### src/rtl/wb_write_arbiter_if.sv
// Regfile write-arbiter bus.
//
// Bundles every signal that passes between the write arbiter and its
// neighbours: the in-order writeback stage, the MUL/DIV result handshake,
// the stall request back to the pipeline and the regfile write port.
//
// Modports:
//   master - the arbiter's view: it consumes pipeline/MUL-DIV results and
//            drives div_ready, pipe_stall, fifo_level and the write port.
//   slave  - the surrounding pipeline/regfile's view (the reverse).
//
// Parameter DEPTH must match the DEPTH of the arbiter attached to it; it only
// sizes fifo_level.
interface wb_write_arbiter_if #(
    parameter int DEPTH = 4
);
    localparam int LVL_W = $clog2(DEPTH) + 1;

    logic             pipe_wr_en;
    logic [4:0]       pipe_dest;
    logic [31:0]      pipe_data;
    logic             div_valid;
    logic             div_ready;
    logic [4:0]       div_dest;
    logic [31:0]      div_data;
    logic             pipe_stall;
    logic [LVL_W-1:0] fifo_level;
    logic             wr_en;
    logic [4:0]       dest_addr;
    logic [31:0]      wr_data;

    modport master (
        input  pipe_wr_en, pipe_dest, pipe_data,
        input  div_valid, div_dest, div_data,
        output div_ready, pipe_stall, fifo_level,
        output wr_en, dest_addr, wr_data
    );

    modport slave (
        output pipe_wr_en, pipe_dest, pipe_data,
        output div_valid, div_dest, div_data,
        input  div_ready, pipe_stall, fifo_level,
        input  wr_en, dest_addr, wr_data
    );
endinterface

### src/rtl/wb_write_arbiter.sv
// Regfile write-port arbiter for the RV32IMC pipeline.
//
// Merges the fixed-timing writeback stage with late MUL/DIV results. The
// writeback stage always wins a slot; MUL/DIV results wait in a small FIFO and
// are drained into slots the pipeline leaves idle. If the FIFO sits non-empty
// for STARVE_LIMIT consecutive pipeline writes, pipe_stall asks the pipeline
// for a bubble so the head can drain.
//
// Ports:
//   clk   - rising-edge clock
//   nrst  - synchronous active-low reset, clears all state including the FIFO
//   bus   - wb_write_arbiter_if.master: pipeline result (pipe_*), MUL/DIV
//           handshake (div_*), pipe_stall, fifo_level and the registered
//           regfile write port (wr_en, dest_addr, wr_data)
//
// Parameters:
//   DEPTH        - FIFO entries, power of two, 2..16
//   STARVE_LIMIT - starvation threshold in cycles, 1..255
//
// Build option:
//   WB_X0_FILTER_EN - when defined, a selected result aimed at x0 is consumed
//                     but produces wr_en=0 for that slot.
module wb_write_arbiter #(
    parameter int DEPTH        = 4,
    parameter int STARVE_LIMIT = 8
) (
    input  logic               clk,
    input  logic               nrst,
    wb_write_arbiter_if.master bus
);
    localparam int PTR_W = $clog2(DEPTH);
    localparam int LVL_W = PTR_W + 1;
    localparam int CNT_W = $clog2(STARVE_LIMIT + 1);

    localparam logic [LVL_W-1:0] DEPTH_L = LVL_W'(DEPTH);
    localparam logic [CNT_W-1:0] LIMIT_L = CNT_W'(STARVE_LIMIT);

    typedef struct packed {
        logic [4:0]  dest;
        logic [31:0] data;
    } entry_t;

    entry_t           mem_q [DEPTH];
    entry_t           mem_d [DEPTH];
    logic [PTR_W-1:0] wr_ptr_q, wr_ptr_d;
    logic [PTR_W-1:0] rd_ptr_q, rd_ptr_d;
    logic [LVL_W-1:0] level_q, level_d;
    logic [CNT_W-1:0] starve_q, starve_d;
    logic             stall_q, stall_d;
    logic             wr_en_q, wr_en_d;
    logic [4:0]       dest_q, dest_d;
    logic [31:0]      data_q, data_d;

    logic             fifo_empty;
    logic             div_ready;
    logic             enq;
    logic             pop;
    entry_t           head;

    // div_ready looks only at the registered level, so a pop in the same cycle
    // never opens room for an enqueue; this keeps div_ready free of any path
    // from pipe_wr_en.
    always_comb begin
        fifo_empty = (level_q == '0);
        div_ready  = (level_q < DEPTH_L);
        enq        = bus.div_valid & div_ready;
        pop        = ~bus.pipe_wr_en & ~fifo_empty;
        head       = mem_q[rd_ptr_q];
    end

    // FIFO storage and pointers. Pointers are PTR_W bits wide, so with a
    // power-of-two DEPTH they wrap on their own.
    always_comb begin
        mem_d    = mem_q;
        wr_ptr_d = wr_ptr_q;
        rd_ptr_d = rd_ptr_q;
        level_d  = level_q;
        if (enq) begin
            mem_d[wr_ptr_q] = '{dest: bus.div_dest, data: bus.div_data};
            wr_ptr_d        = wr_ptr_q + PTR_W'(1);
        end
        if (pop) begin
            rd_ptr_d = rd_ptr_q + PTR_W'(1);
        end
        if (enq && !pop) begin
            level_d = level_q + LVL_W'(1);
        end else if (!enq && pop) begin
            level_d = level_q - LVL_W'(1);
        end
    end

    // Slot selection: pipeline first, then FIFO head, else an idle slot where
    // address and data hold their last values.
    always_comb begin
        wr_en_d = 1'b0;
        dest_d  = dest_q;
        data_d  = data_q;
        if (bus.pipe_wr_en) begin
            dest_d = bus.pipe_dest;
            data_d = bus.pipe_data;
`ifdef WB_X0_FILTER_EN
            wr_en_d = (bus.pipe_dest != 5'd0);
`else
            wr_en_d = 1'b1;
`endif
        end else if (!fifo_empty) begin
            dest_d = head.dest;
            data_d = head.data;
`ifdef WB_X0_FILTER_EN
            wr_en_d = (head.dest != 5'd0);
`else
            wr_en_d = 1'b1;
`endif
        end
    end

    // Starvation tracking. The count only grows while the pipeline holds the
    // slot over a waiting FIFO, so it can only return to zero through a pop.
    // The stall flop is loaded from the next count, which makes pipe_stall
    // rise in the same cycle the count first shows STARVE_LIMIT and hold until
    // a pop clears the count, even if the pipeline ignores the stall.
    always_comb begin
        if (pop || fifo_empty) begin
            starve_d = '0;
        end else if (bus.pipe_wr_en && (starve_q != LIMIT_L)) begin
            starve_d = starve_q + CNT_W'(1);
        end else begin
            starve_d = starve_q;
        end
        stall_d = (starve_d == LIMIT_L);
    end

    // State registers with synchronous reset; reset drops any buffered results.
    always_ff @(posedge clk) begin
        if (!nrst) begin
            for (int i = 0; i < DEPTH; i++) begin
                mem_q[i] <= '0;
            end
            wr_ptr_q <= '0;
            rd_ptr_q <= '0;
            level_q  <= '0;
            starve_q <= '0;
            stall_q  <= 1'b0;
            wr_en_q  <= 1'b0;
            dest_q   <= '0;
            data_q   <= '0;
        end else begin
            mem_q    <= mem_d;
            wr_ptr_q <= wr_ptr_d;
            rd_ptr_q <= rd_ptr_d;
            level_q  <= level_d;
            starve_q <= starve_d;
            stall_q  <= stall_d;
            wr_en_q  <= wr_en_d;
            dest_q   <= dest_d;
            data_q   <= data_d;
        end
    end

    assign bus.div_ready  = div_ready;
    assign bus.pipe_stall = stall_q;
    assign bus.fifo_level = level_q;
    assign bus.wr_en      = wr_en_q;
    assign bus.dest_addr  = dest_q;
    assign bus.wr_data    = data_q;
endmodule

### src/flat_wrapper.sv
// flat-port wrapper written by rule: the top's interface ports become plain ports
module wb_write_arbiter_flat 
#(
    parameter int DEPTH        = 4,
    parameter int STARVE_LIMIT = 8
)
  (clk, nrst, bus_pipe_wr_en, bus_pipe_dest, bus_pipe_data, bus_div_valid, bus_div_dest, bus_div_data, bus_div_ready, bus_pipe_stall, bus_fifo_level, bus_wr_en, bus_dest_addr, bus_wr_data);
  wb_write_arbiter_if #(.DEPTH(DEPTH)) bus_i ();
  input  logic clk;
  input  logic nrst;
  input wire logic [$bits(bus_i.pipe_wr_en)-1:0] bus_pipe_wr_en;
  input wire logic [$bits(bus_i.pipe_dest)-1:0] bus_pipe_dest;
  input wire logic [$bits(bus_i.pipe_data)-1:0] bus_pipe_data;
  input wire logic [$bits(bus_i.div_valid)-1:0] bus_div_valid;
  input wire logic [$bits(bus_i.div_dest)-1:0] bus_div_dest;
  input wire logic [$bits(bus_i.div_data)-1:0] bus_div_data;
  output wire logic [$bits(bus_i.div_ready)-1:0] bus_div_ready;
  output wire logic [$bits(bus_i.pipe_stall)-1:0] bus_pipe_stall;
  output wire logic [$bits(bus_i.fifo_level)-1:0] bus_fifo_level;
  output wire logic [$bits(bus_i.wr_en)-1:0] bus_wr_en;
  output wire logic [$bits(bus_i.dest_addr)-1:0] bus_dest_addr;
  output wire logic [$bits(bus_i.wr_data)-1:0] bus_wr_data;
  assign bus_i.pipe_wr_en = bus_pipe_wr_en;
  assign bus_i.pipe_dest = bus_pipe_dest;
  assign bus_i.pipe_data = bus_pipe_data;
  assign bus_i.div_valid = bus_div_valid;
  assign bus_i.div_dest = bus_div_dest;
  assign bus_i.div_data = bus_div_data;
  assign bus_div_ready = bus_i.div_ready;
  assign bus_pipe_stall = bus_i.pipe_stall;
  assign bus_fifo_level = bus_i.fifo_level;
  assign bus_wr_en = bus_i.wr_en;
  assign bus_dest_addr = bus_i.dest_addr;
  assign bus_wr_data = bus_i.wr_data;
  wb_write_arbiter #(.DEPTH(DEPTH), .STARVE_LIMIT(STARVE_LIMIT)) u_core (.clk(clk), .nrst(nrst), .bus(bus_i));
endmodule
### config.mk
export PLATFORM = sky130hd
export DESIGN_NAME = wb_write_arbiter_flat
export DESIGN_NICKNAME = d
export VERILOG_FILES = /design/src/rtl/wb_write_arbiter_if.sv /design/src/rtl/wb_write_arbiter.sv /design/src/flat_wrapper.sv
export SDC_FILE = /design/constraint.sdc
export NUM_CORES = 1
export LEC_CHECK = 0
export ABC_AREA = 1
export BUFFER_PORTS_ARGS = -buffer_cell sky130_fd_sc_hd__buf_4
export CAP_MARGIN = 0
export CELL_PAD_IN_SITES_DETAIL_PLACEMENT = 1
export CELL_PAD_IN_SITES_GLOBAL_PLACEMENT = 1
export CORE_UTILIZATION = 39
export CTS_BUF_LIST = sky130_fd_sc_hd__clkbuf_4 sky130_fd_sc_hd__clkbuf_8
export CTS_CLUSTER_SIZE = 12
export DETAILED_ROUTE_END_ITERATION = 16
export HOLD_SLACK_MARGIN = 0.05
export PLACE_DENSITY_LB_ADDON = 0.1
export RECOVER_POWER = 25
export SYNTH_ARGS = -nofsm -noshare
export SYNTH_HDL_FRONTEND = slang
export SYNTH_SLANG_ARGS = --single-unit
### constraint.sdc
create_clock -name clk -period 2 [get_ports clk]
set_clock_uncertainty 0.15 [all_clocks]
set_input_delay 0.5 -clock clk [delete_from_list [all_inputs] [get_ports clk]]
set_output_delay 0.5 -clock clk [all_outputs]
set_load 0.05 [all_outputs]
### Word-level counts from Yosys, hierarchy flattened

Cells that the tools add are included.

| storage, ports and cells | value |
|---|---|
| logic and storage cells | 59 |
| input bits | 78 |
| bits in registers | 198 |

| cells by class | value |
|---|---|
| $lt $le $gt $ge | 4 |
| muxes and demuxes | 16 |
| equality and inequality tests | 3 |
| add/sub/neg operators | 5 |
| reductions and logical operators | 9 |
| bitwise gates (word level) | 6 |

Operator list:

| kind | count |
|---|---|
| $bwmux W148 | 1 |
| $mux W37 | 3 |
| $bmux W37 S2 | 1 |
| $demux W37 S2 | 1 |
| $mux W32 | 2 |
| $mux W5 | 2 |
| $mux W4 | 2 |
| $ge A3 B3 Y1 const B | 2 |
| $mux W3 | 2 |
| $not A2 Y3 | 2 |
| $add A2 B1 Y2 const B | 2 |
| $add A4 B1 Y4 const B | 1 |
| $eq A4 B4 Y1 const B | 1 |
| $logic_and A1 B1 Y1 | 4 |
| $ne A4 B4 Y1 const B | 1 |
| $add A3 B1 Y3 const B | 1 |
| $logic_not A3 Y1 | 1 |
| $lt A3 B1 Y1 const B | 1 |
| $lt A3 B3 Y1 const B | 1 |
| $sub A3 B1 Y3 const B | 1 |
| $and A1 B1 Y1 | 2 |
| $logic_not A1 Y1 | 2 |
| $mux W1 | 2 |
| $ne A2 B2 Y1 const B | 1 |
| 3 further kinds | 4 |

### Logic depth before layout (Yosys ltp)

Gate-level depths: netlist (run 1).

| depth | value |
|---|---|
| depth after elaboration | 6 |
| mapped depth | 11 |
| mapped depth without buffers | 11 |

### Least setup slack after synthesis (run 1)

Ideal clock, no wire load.

| timing path | value |
|---|---|
| path type | reg-to-reg |
| from | register u_core.level_q[2], in the netlist u_core.bus.fifo_level[2] |
| to | register u_core.level_q[1], in the netlist u_core.bus.fifo_level[1] |
| data required time | 1.734 ns |
| data arrival time | 2.233 ns |
| path buffers | 0 |
| slack | -0.499 ns |
| setup time | 0.116 ns |
| cell stages (with the launch flop) | 9 |
| cells stage by stage | dfxtp_1 -> inv_1 -> nand2_1 -> nand2_1 -> ha_1 -> inv_1 -> fa_1 -> o21ai_0 -> nor2_1 |

| on the way | value |
|---|---|
| elaborated cells on any way between the ends | 11 |
| classes of those cells | order compare (1); mux (1); bitwise (3); reduce/logical (6) |

RTL lines:

| what | RTL line | RTL |
|---|---|---|
| start, declared | wb_write_arbiter.sv:47 | `logic [LVL_W-1:0] level_q, level_d;` |
| start signal, assigned | wb_write_arbiter.sv:151 | `level_q <= level_d;` |
| $lt A3 B3 Y1 | wb_write_arbiter.sv:65 | `div_ready = (level_q < DEPTH_L);` |
| via bus_div_ready | flat_wrapper.sv:17 | `output wire logic [$bits(bus_i.div_ready)-1:0] bus_div_ready;` |
| $and A1 B1 Y1 | wb_write_arbiter.sv:66 | `enq = bus.div_valid & div_ready;` |
| $logic_and A1 B1 Y1 | wb_write_arbiter.sv:85 | `if (enq && !pop) begin` |
| $mux W3 | wb_write_arbiter.sv:85 |  |
| via u_core.level_d[1] | wb_write_arbiter.sv:47 |  |

The timed path passes the listed nets, and every way through them passes these cells.
A chain may end at the register's enable or synchronous reset.

### Worst setup path after layout (run 1)

| timing path | value |
|---|---|
| from | register u_core.level_q[2], in the netlist u_core.bus.fifo_level[2] |
| to | output port bus_div_ready |

| on the way | value |
|---|---|
| word-level cells in the longest chain between the ends | 1 |

RTL lines:

| what | RTL line |
|---|---|
| $lt A3 B3 Y1 | wb_write_arbiter.sv:65 |
| end, declared | flat_wrapper.sv:17 |

No other way between the ends.

==> flow_summary.toml, run 1 <==
[sta]
max_freq_mhz = 518
slew_viol_final = 0
setup-tns-final_ps = 0
fin_crit_sh_pct = 96.6
fin_crit_ps = 1930
rsz0062_at_grt = "false"
hold_violations = 0
max_slew_margin_pct = 58.1
tightest_slew_ps = 629
setup_viol = 0

[logic_synthesis]
synth_common_cells = "354 x nand2_1, 266 x nand3_1, 198 x dfxtp_1"
yosysMostFrequentCell = "nand2_1"
synth_nets = 1288
synth.area.mux_share_pct = 0
syn_avg_cell_area_um2 = 7.14
synth_cells = 1202
synth_top_family_by_area = "simple AND/OR/NAND/NOR gates"
ys_async_sr_fraction_pct = 0
ys_ff_latch = 198
yosys.cell_types.count = 19
synth_top_area_share_pct = 46.2
synth_area_leaders = "dfxtp_1 46%, nand3_1 16%, nand2_1 15%"
synth-adder-area-share_pct = 1.25
syn_area_um2 = 8580
synth_ff_type = "dfxtp_1"
synth_enable_flop_cells = 0
synthXorXnorAreaFrac_pct = 0.102
synth.largest_area_cell = "dfxtp_1"
ys_seq_area_share_pct = 46.2
synth_compound_area_share_pct = 14.2
ys.warnings.count = 0
synth_simple_gate_area_share_pct = 31.9

[final_layout]
syn_to_final_growth_pct = 18.8
fillers = 2732
drive_above_1_share_pct = 17.2
n_antenna_cell = 0
fin_area_um2 = 10200
fin_util_pct = 47.9
num-nets-final = 1371

[job]
drv_cap = 0

[clock_tree]
cts_sinks = 198
clk_latency_ps = 490
cts_tree = "yes"
numCtsBuffers = 17
root_buffer = "clkbuf_8"
cts_max_level = 4
cts.clk_slew.worst_paths_ps = 110
cts_max_path_buffers = 2

[pwr]
p_clk_share_pct = 22.0
pwr-share-seq_pct = 40.7
powerDensity_nw_per_um2 = 1150
switching_share_pct = 41.8
p_sw_mw = 4.90
ir_drop_mv = 0.566
power.leakage_nw = 3.77
intPower_mw = 6.83
pwr-share-comb_pct = 37.2
finalPower_mw = 11.7

[worst_setup_path]
reg2reg_from = "u_core.bus.fifo_level[2]$_SDFFE_PN0P_"
crit_type = "flip-flop to output port"
r2r-end = "u_core.mem_q[31]$_SDFFE_PN0P_"
startpoint_type = "flip-flop"
arrival_ps = 1280
critPathRequiredTime_ps = 1350
ff2ff_path_depth = 7
cp_max_fo = 5
r2r_slack_ps = 120
cp-end-kind = "output port"

[route]
via_per_inst = 5.45
vias = 8565
first_pass_iters = 4
drt-wirelength-per-cell_um = 17.8
ant_nets = 0
drc_errors = 0
totalWireLength_um = 28100
first_iter_violations = 420

[floorplanning]
io_pins = 121
num_rows = 53
core_region_area_um2 = 21300
die-area_um2 = 22600
start_util_pct = 40.3
dieWidth_um = 150
fp.dieH_um = 150

[outcome]
status = "finished clean"

[global_routing]
first_global_vias = 8371
antenna_found_initial = 0
grt_max_degree = 65
grt_first_pass_wirelength_um = 44100
grt_remaining_overflow = 0
grt_use_total_pct = 25.2

[min_path]
hold_end = "u_core.bus.wr_data[27]$_SDFFE_PN0P_"
hp-start = "bus_pipe_data[27]"
hold_depth = 3
hold_path.class = "input pin to flip-flop"

[place]
hpwl_um = 17400
place_area_um2 = 9870
io_buffers = 120
gp_congestion = 0.752
-- placed cells by master, fill, tap and decap left out, types with 5 or more instances in the layout --
cell      count
clkbuf_8     19
buf_12        7
nand2_1     349
a31oi_1      37
a21oi_1     155
nand3_1     267
clkbuf_2     15
buf_4       145
nor2_1       10
ha_2          5
dfxtp_1     193
inv_1        15
nand2_2       5
o21ai_0      40
-- how the worst max path moves through the flow --
stage	startpoint	endpoint	slack (ps)	cells past startpoint
5_1_grt	u_core.bus.fifo_level[2]$_SDFFE_PN0P_	bus_div_ready	7	3
3_3_place_gp	bus_div_valid	u_core.bus.fifo_level[2]$_SDFFE_PN0P_	20	10
3_5_place_dp	bus_div_valid	u_core.wr_ptr_q[1]$_SDFFE_PN0P_	-2	8
6_report	u_core.bus.fifo_level[2]$_SDFFE_PN0P_	bus_div_ready	70	3
4_1_cts	u_core.bus.fifo_level[2]$_SDFFE_PN0P_	bus_div_ready	30	3
2_1_floorplan	bus_div_valid	u_core.bus.fifo_level[2]$_SDFFE_PN0P_	-70	10
-- power by group through the flow --
stage,Sequential (mW),Clock [mW],Combinational (mW)
3_3_place_gp,4.85,0,4.41
4_1_cts,4.77,2.65,4.51
2_1_floorplan,5.67,0,2.05
5_1_grt,4.83,2.80,4.70
6_report,4.77,2.59,4.37
3_5_place_dp,4.86,0,4.48
-- critical path, cell delays in order, from the launching register on --
cell and delay [ps]:
dfxtp_4 370, clkinvlp_4 80, buf_4 160, buf_4 190
-- layer usage --
layer | global-route usage [%] | vias to the layer above | wire length (um)
met1 | 32.0 | 4156 | 12600
met3 | 3.88 | 34 | 987
met5 | 0 | - | 0
li1 | - | 4233 | -
met4 | 6.26 | 0 | 341
met2 | 44.3 | 142 | 14100
-- final cells by class --
cell class	count	area, um^2	area share (%)
clock buffers	19	262	2.57
multi-input cells	878	4090	40.1
well taps	275	344	3.38
inverters	21	85.1	0.835
flip-flops and latches	198	3970	39.0
clock inverters	13	121	1.19
repair buffers	169	1320	12.9
-- state kept, by name, summed over array words and instances, names as in the netlist --
signal                 count
u_core.bus.wr_en           1
u_core.rd_ptr_q            2
u_core.wr_ptr_q            2
u_core.mem_q             148
u_core.bus.fifo_level      3
u_core.bus.pipe_stall      1
u_core.starve_q            4
u_core.bus.wr_data        32
u_core.bus.dest_addr       5
-- repair_timing --
| item | CTS | global route |
|---|---|---|
| endpoints found under the setup margin | 1 | 1 |
| setup buffers | 1 | 0 |
| hold buffers | 0 | 0 |
| resized for setup | 0 | 2 |
-- metrics by stage --
step	hold WS (ps)	setup slack [ps]	cells
3_5_place_dp	303	-2.19	1540
4_1_cts	101	34.0	1573
6_report	127	67.7	1573
3_3_place_gp	298	23.6	1540
2_1_floorplan	290	-71.6	1202
5_1_grt	106	6.94	1573
-- kinds of logic after synthesis --
group / after synthesis
xor gates and xnor gates: 1
buffers and inverters: 126
DFF: 198
adders and majority gates: 8
and+or+nand+nor: 635
AOI/OAI and AO/OA: 234
(Power assumes the default switching activity.)
==> run 2: changes to the inputs <==
==> constraint.sdc (replaced) <==
create_clock -name clk -period 2 [get_ports clk]
set_clock_uncertainty 0.15 [all_clocks]
set_input_delay 0.2 -clock clk [delete_from_list [all_inputs] [get_ports clk]]
set_output_delay 0.2 -clock clk [all_outputs]
set_load 0.05 [all_outputs]
==> run 2 against run 1 <==
Clock power grew 17%. Sequential power is essentially flat. Power grew 3.6%. Critical path depth grew 5. Fmax grew 3.6%. Sequential cell count is the same. Final area grew 6.8%. Routed wire length grew 2.7%. Die area is the same. Critical endpoint is now u_core.bus.wr_data[26]$_SDFFE_PN0P_.
==> flow_summary.toml, run 2 (synthesized netlist as in run 1, its figures left out) <==
[sta]
setup_viol = 0
setup_ws_ps = 134
setup-tns-final_ps = 0
max_freq_mhz = 536
whs_ps = 163
hold_violations = 0
max_slew_margin_pct = 57.7
slew_viol_final = 0
tightest_slew_ps = 637
fin_crit_ps = 1870
rsz0062_at_grt = "false"
fin_crit_sh_pct = 93.3

[worst_setup_path]
critPathRequiredTime_ps = 2220
cp_max_fo = 27
r2r-end = "u_core.bus.fifo_level[2]$_SDFFE_PN0P_"
ff2ff_path_depth = 11
cp-end-kind = "flip-flop"
crit_path_start = "bus_pipe_wr_en"
reg2reg_from = "u_core.bus.fifo_level[0]$_SDFFE_PN0P_"
startpoint_type = "input pin"
crit_type = "input pin to flip-flop"
r2r_slack_ps = 140
arrival_ps = 2090

[place]
dp_slack_ps = 22.0
io_buffers = 120
place_area_um2 = 9820
dp.cells = 1532
hpwl_um = 17200
gp_congestion = 0.734

[min_path]
hold_end = "u_core.bus.fifo_level[1]$_SDFFE_PN0P_"
hp-start = "bus_div_valid"
hold_path.class = "input pin to flip-flop"
hold_depth = 6

[global_routing]
first_global_vias = 8960
grt_first_pass_wirelength_um = 46900
grt_use_total_pct = 26.4
grt_max_degree = 91
antenna_found_initial = 0
grt_remaining_overflow = 0

[clock_tree]
cts.clk_slew.worst_paths_ps = 110
clk_latency_ps = 480
cts_max_path_buffers = 2
numCtsBuffers = 17
post_cts_buffers = 0
cts_tree = "yes"
cts_sinks = 198
cts_max_level = 4
root_buffer = "clkbuf_8"

[final_layout]
largest_reg_flops = 148
num-nets-final = 1438
stdcell_count = 1640
fin_area_um2 = 10900
top_register = "u_core.mem_q"
n_antenna_cell = 0
syn_to_final_growth_pct = 26.8
fin_util_pct = 51.1
layout_common_cells = "348 x nand2_1, 267 x nand3_1, 194 x dfxtp_1"
fillers = 2718
drive_above_1_share_pct = 12.7
final_common_cell = "nand2_1"

[floorplanning]
io_pins = 121
die-area_um2 = 22600
num_rows = 53
fp.dieH_um = 150
start_util_pct = 40.3
dieWidth_um = 150
core_region_area_um2 = 21300

[route]
totalWireLength_um = 28800
via_per_inst = 5.41
drc_errors = 0
drt-wirelength-per-cell_um = 17.6
first_pass_iters = 5
vias = 8869
first_iter_violations = 465
ant_nets = 0

[pwr]
ir_drop_mv = 0.695
finalPower_mw = 12.2
powerDensity_nw_per_um2 = 1120
power.leakage_nw = 3.94

[job]
drv_cap = 0

[outcome]
status = "finished clean"
[run 2: cell types whose count changed in the layout (fill, tap and decap cells not counted), sizes merged]
cell / previous run / this run
dlygate4sd3: 0 / 76
clkinvlp: 3 / 2
buf: 153 / 115
clkinv: 6 / 4
bufinv: 1 / 5
clkbuf: 35 / 63
[run 2: how the worst max path moves through the flow]
stage,endpoint,slack [ps],cells past startpoint
after floorplan,u_core.bus.fifo_level[1]$_SDFFE_PN0P_,-70,8
after global placement,u_core.bus.fifo_level[2]$_SDFFE_PN0P_,70,11
after detailed placement,u_core.bus.fifo_level[2]$_SDFFE_PN0P_,20,11
after CTS,u_core.bus.fifo_level[2]$_SDFFE_PN0P_,3,11
after global routing,u_core.bus.fifo_level[1]$_SDFFE_PN0P_,10,8
final,u_core.bus.wr_data[26]$_SDFFE_PN0P_,130,8
[run 2: repair_timing]
item / in CTS / in global routing
hold buffers: 76 / 0
hold endpoints to repair: 191 / 0
setup endpoints to repair: 0 / 1
gates resized for setup: 0 / 4
[run 2: critical path, cell delays in order]
cell           delay [ps]
dlygate4sd3_1         550
clkbuf_1              130
inv_2                  70
buf_4                 330
nand3_1               220
buf_4                 280
o21ai_0               240
a31oi_1                60
[run 2: routing by layer]
| layer | global-route usage [%] | vias to the layer above | share of wire [%] |
|---|---|---|---|
| li1 | - | 4363 | - |
| met1 | 34.1 | 4324 | 46 |
| met2 | 45.7 | 157 | 50 |
| met3 | 3.12 | 25 | 3.2 |
| met4 | 8.54 | 0 | 1.3 |
| met5 | 0 | - | 0 |
[run 2: final cells by class]
class | count | area [um^2] | area share, %
Sequential cell | 198 | 3970 | 36.5
Clock inverter | 14 | 220 | 2.02
Timing Repair Buffer | 236 | 1920 | 17.7
Tap cell | 275 | 344 | 3.16
Multi-Input combinational cell | 878 | 4100 | 37.7
Clock buffer | 18 | 241 | 2.22
Inverter | 21 | 85.1 | 0.782
[run 2: power breakdown]
group	total, mW	leakage (nW)	internal [mW]	switching, mW
Clock	3.03	0.232	1.52	1.51
Combinational	4.37	2.09	1.25	3.13
Sequential	4.75	1.61	4.46	0.289
Total	12.2	3.94	7.23	4.93
==> run 3: changes to the inputs <==
--- a/config.mk
+++ b/config.mk
@@ -10,8 +10,9 @@
 export CAP_MARGIN = 0
 export CELL_PAD_IN_SITES_DETAIL_PLACEMENT = 1
 export CELL_PAD_IN_SITES_GLOBAL_PLACEMENT = 1
+export CORE_ASPECT_RATIO = 1.75
 export CORE_UTILIZATION = 39
-export CTS_BUF_LIST = sky130_fd_sc_hd__clkbuf_4 sky130_fd_sc_hd__clkbuf_8
+export CTS_BUF_LIST = sky130_fd_sc_hd__clkbuf_2 sky130_fd_sc_hd__clkbuf_4 sky130_fd_sc_hd__clkbuf_8
 export CTS_CLUSTER_SIZE = 12
 export DETAILED_ROUTE_END_ITERATION = 16
 export HOLD_SLACK_MARGIN = 0.05
==> run 3 against run 2 <==
Sequential power is essentially flat. Worst hold slack gained 34 ps. Global-route usage grew 0.23 points. Final cell count grew 1.3%. Setup slack lost 13 ps. Critical endpoint is now u_core.mem_q[34]$_SDFFE_PN0P_. Highest routed layer unchanged.
==> flow_summary.toml, run 3 (synthesized netlist as in run 1, its figures left out) <==
[outcome]
status = "finished clean"

[place]
dp_slack_ps = 1.39
io_buffers = 120
gp_congestion = 0.741
place_area_um2 = 9860
hpwl_um = 17200
dp.cells = 1552

[worst_setup_path]
startpoint_type = "flip-flop"
crit_buf_inv = 2
critPathSlowestCell = "dfxtp_4"
path_cells = "nor2_4, buf_12, nand2_1, buf_4, nand2_1, a21oi_1"
crit_top_cell = "nand2_1"
cp-end-kind = "flip-flop"
crit_type = "flip-flop to flip-flop"
arrival_ps = 2090
critPathMaxStageDelay_ps = 370
cpLargestDelayFamily = "buffers and inverters"
cp_max_fo = 102
critPathRequiredTime_ps = 2210

[floorplanning]
fp.dieH_um = 198
dieWidth_um = 114
io_pins = 121
die-area_um2 = 22600
start_util_pct = 39.9
num_rows = 71
core_region_area_um2 = 21500

[route]
drc_errors = 0
totalWireLength_um = 29300
drt-wirelength-per-cell_um = 17.6
ant_nets = 0
via_per_inst = 5.39
vias = 8947
first_pass_iters = 5
first_iter_violations = 360

[sta]
fin_crit_sh_pct = 94.0
setup_viol = 0
hold_violations = 0
slew_viol_final = 0
setup_ws_ps = 121
tightest_slew_ps = 637
fin_crit_ps = 1880
whs_ps = 197
max_freq_mhz = 532
max_slew_margin_pct = 57.7
rsz0062_at_grt = "false"

[final_layout]
fillers = 2785
drive_above_1_share_pct = 12.9
final_common_cell = "nand2_1"
layout_common_cells = "351 x nand2_1, 266 x nand3_1, 193 x dfxtp_1"
num-nets-final = 1442
fin_area_um2 = 10900
stdcell_count = 1661
syn_to_final_growth_pct = 26.7
n_antenna_cell = 0
largest_reg_flops = 148
top_register = "u_core.mem_q"

[global_routing]
first_global_vias = 8939
grt_remaining_overflow = 0
grt_use_total_pct = 26.7
grt_max_degree = 103
antenna_found_initial = 0
grt_first_pass_wirelength_um = 46800

[clock_tree]
cts_sinks = 198
root_buffer = "clkbuf_8"
cts_tree = "yes"
numCtsBuffers = 17
cts_max_path_buffers = 2
cts_max_level = 4
cts.clk_slew.worst_paths_ps = 100
clk_latency_ps = 480

[pwr]
powerDensity_nw_per_um2 = 1090
ir_drop_mv = 0.460
pwr-share-comb_pct = 36.9
power.leakage_nw = 3.94
p_clk_share_pct = 22.9
switching_share_pct = 40.9
pwr-share-seq_pct = 40.2
p_sw_mw = 4.84
intPower_mw = 7.00

[job]
drv_cap = 0

[min_path]
hold_path.class = "input pin to flip-flop"
[run 3: area by class of cell]
type / count / area [um^2] / share of cell area [%]
clock buffer: 24 / 318 / 2.92
multi-input combinational: 878 / 4100 / 37.7
tap: 292 / 365 / 3.36
inverter: 21 / 82.6 / 0.759
clock inverter: 8 / 93.8 / 0.863
timing repair buffer: 240 / 1940 / 17.8
sequential: 198 / 3980 / 36.5
[run 3: path summary, 6_finish.rpt]
path / startpoint / end / slack, ps / depth (start not counted)
worst max-delay path: u_core.bus.fifo_level[2]$_SDFFE_PN0P_ / u_core.mem_q[34]$_SDFFE_PN0P_ / 120 / 6
worst min-delay path: bus_div_valid / u_core.bus.fifo_level[1]$_SDFFE_PN0P_ / 200 / 6
worst max register to register: u_core.bus.fifo_level[2]$_SDFFE_PN0P_ / u_core.mem_q[34]$_SDFFE_PN0P_ / 120 / 6
worst min register to register: u_core.mem_q[38]$_SDFFE_PN0P_ / u_core.mem_q[38]$_SDFFE_PN0P_ / 320 / 2
[run 3: worst reg2reg max path: stages, from the launching register on]
cell and delay (ps):
dfxtp_4 370, nor2_4 150, buf_12 370, nand2_1 270
buf_4 290, nand2_1 110, a21oi_1 60
[run 3: per-stage QoR]
stage / TNS [ps] / utilization (%) / total power, mW
3_3_place_gp: 0 / 45.8 / 9.25
2_1_floorplan: -135 / - / 7.71
6_report: 0 / 50.6 / 11.8
4_1_cts: 0 / 51.3 / 12.1
3_5_place_dp: 0 / 45.8 / 9.32
5_1_grt: 0 / 50.6 / 12.5
[run 3: power by group through the flow]
stage / Combinational, mW / Clock, mW / Sequential [mW]
final: 4.38 / 2.71 / 4.76
after floorplan: 2.05 / 0 / 5.67
after global placement: 4.42 / 0 / 4.82
after global routing: 4.75 / 2.93 / 4.82
after CTS: 4.60 / 2.78 / 4.76
after detailed placement: 4.48 / 0 / 4.84
[run 3: repair_timing]
item,CTS,global route
resized for setup,1,4
hold endpoints to repair,189,0
pin swaps,0,1
hold buffers,76,0
buffers inserted,0,1
endpoints found under the setup margin,1,1
[run 3: layer usage]
| layer | track usage (%) | up-vias | share of wire [%] |
|---|---|---|---|
| li1 | - | 4365 | - |
| met1 | 31.4 | 4400 | 42 |
| met2 | 49.2 | 150 | 53 |
| met3 | 3.61 | 32 | 2.8 |
| met4 | 8.47 | 0 | 1.8 |
| met5 | 0 | - | 0 |
